--- config.mk ---
export PLATFORM = sky130hd
export DESIGN_NAME = fifo_wr_arbiter
export DESIGN_NICKNAME = d
export VERILOG_FILES = /design/src/rtl/fifo_wr_arbiter.sv
export SDC_FILE = /design/constraint.sdc
export NUM_CORES = 1
export LEC_CHECK = 0
export CORE_MARGIN = 2
export CORE_UTILIZATION = 38
export CTS_CLUSTER_DIAMETER = 80
export CTS_CLUSTER_SIZE = 20
export DETAILED_ROUTE_END_ITERATION = 10
export PLACE_DENSITY_LB_ADDON = 0.2
export SLEW_MARGIN = 20
export SYNTH_ARGS = -nofsm -noshare
export SYNTH_HDL_FRONTEND = slang
export SYNTH_SLANG_ARGS = --single-unit
export TNS_END_PERCENT = 20
--- constraint.sdc ---
create_clock -name clk -period 3.84 [get_ports clk]
set_input_delay 0.576 -clock clk [delete_from_list [all_inputs] [get_ports clk]]
set_output_delay 0.576 -clock clk [all_outputs]
set_load 0.02 [all_outputs]
--- src/rtl/fifo_wr_arbiter.sv ---
// Round-robin write arbiter: grants one requester at a time a burst of up to
// MAX_BURST words into a single FIFO write port, with one idle cycle between grants.
module fifo_wr_arbiter #(
   parameter int DW        = 8,
   parameter int NREQ      = 4,   // legal range 2..8
   parameter int MAX_BURST = 4    // legal range 1..255
) (
   input  logic                    clk,
   input  logic                    rst,
   input  logic [NREQ-1:0]         req_valid,
   input  logic [NREQ*DW-1:0]      req_data,
   input  logic [NREQ-1:0]         req_last,
   output logic [NREQ-1:0]         req_ready,
   input  logic                    fifo_full,
   output logic                    fifo_wr_en,
   output logic [DW-1:0]           fifo_din,
   output logic [$clog2(NREQ)-1:0] grant_id,
   output logic                    busy
);

   localparam int GW = $clog2(NREQ);
   localparam int CW = $clog2(MAX_BURST + 1);

   localparam logic [0:0] IDLE = 1'b0;
   localparam logic [0:0] XFER = 1'b1;

   localparam logic [CW-1:0] BURST_END = CW'(MAX_BURST);
   localparam logic [GW-1:0] LAST_ID   = GW'(NREQ - 1);

   logic [0:0]    state;
   logic [GW-1:0] rr_ptr;
   logic [GW-1:0] pick;
   logic [GW-1:0] next_ptr;
   logic [CW-1:0] burst_cnt;
   logic [CW-1:0] cnt_inc;
   logic [DW-1:0] data_arr [NREQ];
   logic          own_valid;
   logic          own_last;
   logic          xfer_now;
   logic          burst_done;

   for (genvar i = 0; i < NREQ; i++) begin : g_unpack
      assign data_arr[i] = req_data[i*DW +: DW];
   end

   // First valid requester at or above start, wrapping past NREQ-1.
   function automatic logic [GW-1:0] rr_pick(input logic [NREQ-1:0] valid,
                                             input logic [GW-1:0]   start);
      logic [GW:0] cand;
      rr_pick = start;
      for (int k = NREQ - 1; k >= 0; k--) begin
         cand = {1'b0, start} + (GW+1)'(k);
         if (cand >= (GW+1)'(NREQ)) cand = cand - (GW+1)'(NREQ);
         if (valid[cand[GW-1:0]]) rr_pick = cand[GW-1:0];
      end
   endfunction

   assign pick       = rr_pick(req_valid, rr_ptr);
   assign own_valid  = req_valid[grant_id];
   assign own_last   = req_last[grant_id];
   assign busy       = (state == XFER);
   assign xfer_now   = busy && own_valid && !fifo_full;
   assign cnt_inc    = burst_cnt + CW'(1);
   assign burst_done = own_last || (cnt_inc == BURST_END);
   assign next_ptr   = (grant_id == LAST_ID) ? '0 : grant_id + GW'(1);

   assign fifo_wr_en = xfer_now;
   assign fifo_din   = busy ? data_arr[grant_id] : '0;

   always_comb begin
      // NOTE: default first so every path assigns req_ready and no latch is inferred.
      req_ready = '0;
      if (busy) req_ready[grant_id] = !fifo_full;
   end

   // NOTE: state registers use non-blocking assignments so all flops update together.
   always_ff @(posedge clk or posedge rst) begin
      if (rst) begin
         state     <= IDLE;
         rr_ptr    <= '0;
         grant_id  <= '0;
         burst_cnt <= '0;
      end else begin
         case (state)
            IDLE: begin
               if (|req_valid) begin
                  grant_id  <= pick;
                  burst_cnt <= '0;
                  state     <= XFER;
               end
            end
            XFER: begin
               // A dropped valid ends the burst even while the FIFO is full.
               if (!own_valid) begin
                  state  <= IDLE;
                  rr_ptr <= next_ptr;
               end else if (!fifo_full) begin
                  burst_cnt <= cnt_inc;
                  if (burst_done) begin
                     state  <= IDLE;
                     rr_ptr <= next_ptr;
                  end
               end
            end
            default: state <= IDLE;
         endcase
      end
   end

endmodule

==> metrics.txt <==
layout cell share with drive strength beyond 1=0.1439; yosys warns=0; FF-to-FF Start=grant_id[0]$_DFFE_PP0P_; reg-to-reg endpoint=rr_ptr[0]$_DFFE_PP0P_; fmax=338.4 MHz; dominant cell type by area after synthesis=mux4_2; peak supply drop=0.0004101 V; XOR/XNOR Fraction of Synth Area=0.01012; status=finished clean; Yosys reg bits=8; internal power=0.0005048 W; Post-DP Area=0.001456 sq mm; largest net degree at the start of global routing=17; power share of the clock group=0.070; flop-to-flop setup slack=1.61 ns; top cell type's share of synthesized area=0.2341; Vias=865; final clock skew=0.001390 ns; Design Area, Final=0.001479 sq mm; H-tree Lvls=1; min Tclk post-route=2.955 ns; # DRC=0; Cell Rows=17; CP endpoint kind=primary output; clk slew on worst S/H paths=0.05 ns; Hold/Removal Path Class=flip-flop to flip-flop; Slew headroom=0.4764; initial detailed-routing violation count=4; RePlAce Congestion=0.7381; vias in the first global route=868; sequential share of power=0.255; register area share after synthesis=0.2312; Die Wd=51.74 um; drt wl/cell=15.03 um; Syn Nets=131; WS Path Type=flip-flop to primary output; Worst setup SP type=flip-flop; root buf cell=clkbuf_4; main combinational cell family by area after synthesis=multiplexers; Data arrival, critical path=2.38 ns; Ant. Diodes=0; Synth Area in Adders=0.08671; Worst Max-Slew Pin Slew=0.7853 ns; final wirelength=2.510 mm; fin nets=190; TritonCTS buffer count=3; synth top area cells=mux4_2 23%, dfrtp_1 23%, and2_1 8.7%, ha_1 8.7%, mux2_2 3.9%; Fin. Hold Viols=0; Core ar.=0.002191 sq mm; CP required=3.26 ns; crit path launch=grant_id[0]$_DFFE_PP0P_; Clk Latency, worst-skew pair=0.24 ns; PD cells=585.9 mW/mm^2; endpoints failing setup=0; gr usage total=0.1941; First-pass DRT Iterations=4; Die Height=51.74 um; clk sinks=8; Distinct cells, synth=27; Area Growth Syn to Fin=70.81%; post-synthesis compound-gate area fraction=0.08526; starting density of the core=0.3952; total gr overflow=0; TritonCTS clock tree=built; Synth Cell Area=865.8 sq um; syn avg cell area=10.56 sq um; post-synthesis instance total=82; power share of the combinational group=0.675; Die Area=0.002677 sq mm; # port buffers=58; Max Root-Sink Buffers=2; post-synthesis mux area share=0.3251; final slew viol count=0; hold buffer count at cts=0; Net Switching=0.0003616 W; critical path fanouts, max=16; RSZ-0062 raised after global routing=false; antenna viol nets, final=0; vias per cell=5.180; Reg2Reg Depth=4; leakage power=0.5817 nW; io pins=59; antenna violations before repair=0; Post CTS Setup Buffer Count=0; Switching Share=0.4174; crit share post-route=0.7696; Resized cells post-CTS=0; global-route wire length before repair=3.912 mm; number of max-cap violations=0; Simple-Gate Fraction of Synth Area=0.2110; HPWL Detailed=2.078 mm; Worst Setup EP=fifo_din[6]; Sum Neg Setup Slack=0 ns
-- routing by layer --
metal	vias up	routed length (um)	track usage
li1	417	-	-
met1	402	1082	0.2214
met2	44	1155	0.3504
met3	2	249	0.05460
met4	0	23	0.05702
met5	-	0	0
-- layout make-up --
type	instances	area [sq um]
tap	28	35.03
multi-input combinational	65	621.8
inverter	5	18.77
timing repair buffer	58	580.6
sequential	8	200.2
clock buffer	3	22.52
fill	189	711.9
-- power by group through the flow --
stage	registers (W)	clock network, W	logic [W]
global route	0.000232	0.0000677	0.000627
global placement	0.000218	0	0.000578
finish	0.000221	0.0000609	0.000585
floorplan	0.000176	0	0.000397
detailed placement	0.000223	0	0.000590
CTS	0.000222	0.0000645	0.000591
-- critical path: stages, from the launching register on --
cell             delay, ns
dfrtp_1               0.85
mux4_2                0.58
and2_1                0.17
clkdlybuf4s50_1       0.53
-- placed cells by master (no fill, tap or decap) --
| cell type | instances |
|---|---|
| a2111oi_0 | 1 |
| a21oi_1 | 2 |
| a31o_2 | 1 |
| and2_1 | 12 |
| and2_4 | 1 |
| and2b_2 | 1 |
| clkbuf_4 | 3 |
| clkdlybuf4s50_1 | 58 |
| dfrtp_1 | 8 |
| ha_1 | 6 |
| inv_1 | 5 |
| mux2_2 | 3 |
| mux2_4 | 1 |
| mux2i_1 | 3 |
| mux4_2 | 9 |
| nand2_1 | 2 |
| nor2_1 | 6 |
| nor2b_1 | 3 |
| nor3_1 | 4 |
| nor3b_1 | 2 |
| nor4_1 | 1 |
| o21ai_0 | 3 |
| o22ai_1 | 1 |
| o32ai_1 | 1 |
| o41ai_2 | 1 |
| xnor2_1 | 1 |
-- flip-flops by register name, summed over array words and instances, names as in the netlist --
| name | cells |
|---|---|
| burst_cnt | 3 |
| grant_id | 2 |
| rr_ptr | 2 |
| busy | 1 |
-- cell families (layout without fill, tap and decap cells) --
kind of cell               after synthesis  count (layout)
xor gates and xnor gates                 1               1
AOI/OAI and AO/OA                       10              10
and+or+nand+nor                         32              32
muxes                                   16              16
buffers and inverters                    9              66
adders and majority gates                6               6
DFF                                      8               8
-- worst min path at each step --
stage / start / to / cells after the start
floorplan: rst / burst_cnt[0]$_DFFE_PP0P_ / 1
global placement: burst_cnt[2]$_DFFE_PP0P_ / burst_cnt[2]$_DFFE_PP0P_ / 1
detailed placement: burst_cnt[2]$_DFFE_PP0P_ / burst_cnt[2]$_DFFE_PP0P_ / 1
CTS: burst_cnt[2]$_DFFE_PP0P_ / burst_cnt[2]$_DFFE_PP0P_ / 1
global route: burst_cnt[2]$_DFFE_PP0P_ / burst_cnt[2]$_DFFE_PP0P_ / 1
finish: burst_cnt[2]$_DFFE_PP0P_ / burst_cnt[2]$_DFFE_PP0P_ / 1
-- through the flow --
stage / total power (W) / utilization / instances / hold WS [ns] / setup slack (ns)
after floorplan: 0.0005736 / - / 82 / 0.3917 / 1.643
after global placement: 0.0007960 / 0.6648 / 164 / 0.4971 / 0.9548
after detailed placement: 0.0008134 / 0.6648 / 164 / 0.4968 / 0.9309
after CTS: 0.0008777 / 0.6750 / 167 / 0.5036 / 0.8512
after global routing: 0.0009264 / 0.6750 / 167 / 0.5147 / 0.7529
final: 0.0008664 / 0.6750 / 167 / 0.5003 / 0.8849
-- Yosys cell counts --
library cell / instances
a2111oi_0: 1
nor3_1: 4
and2_4: 1
mux2_2: 3
inv_1: 5
buf_2: 2
ha_1: 6
dfrtp_1: 8
a31o_2: 1
o32ai_1: 1
o22ai_1: 1
and2_1: 12
buf_6: 1
o41ai_2: 1
nor2b_1: 3
mux2_4: 1
nor2_1: 6
a21oi_1: 2
nand2_1: 2
and2b_2: 1
xnor2_1: 1
nor4_1: 1
mux4_2: 9
nor3b_1: 2
o21ai_0: 3
clkbuf_1: 1
mux2i_1: 3
Note: power is estimated with default switching activity, not from simulation.
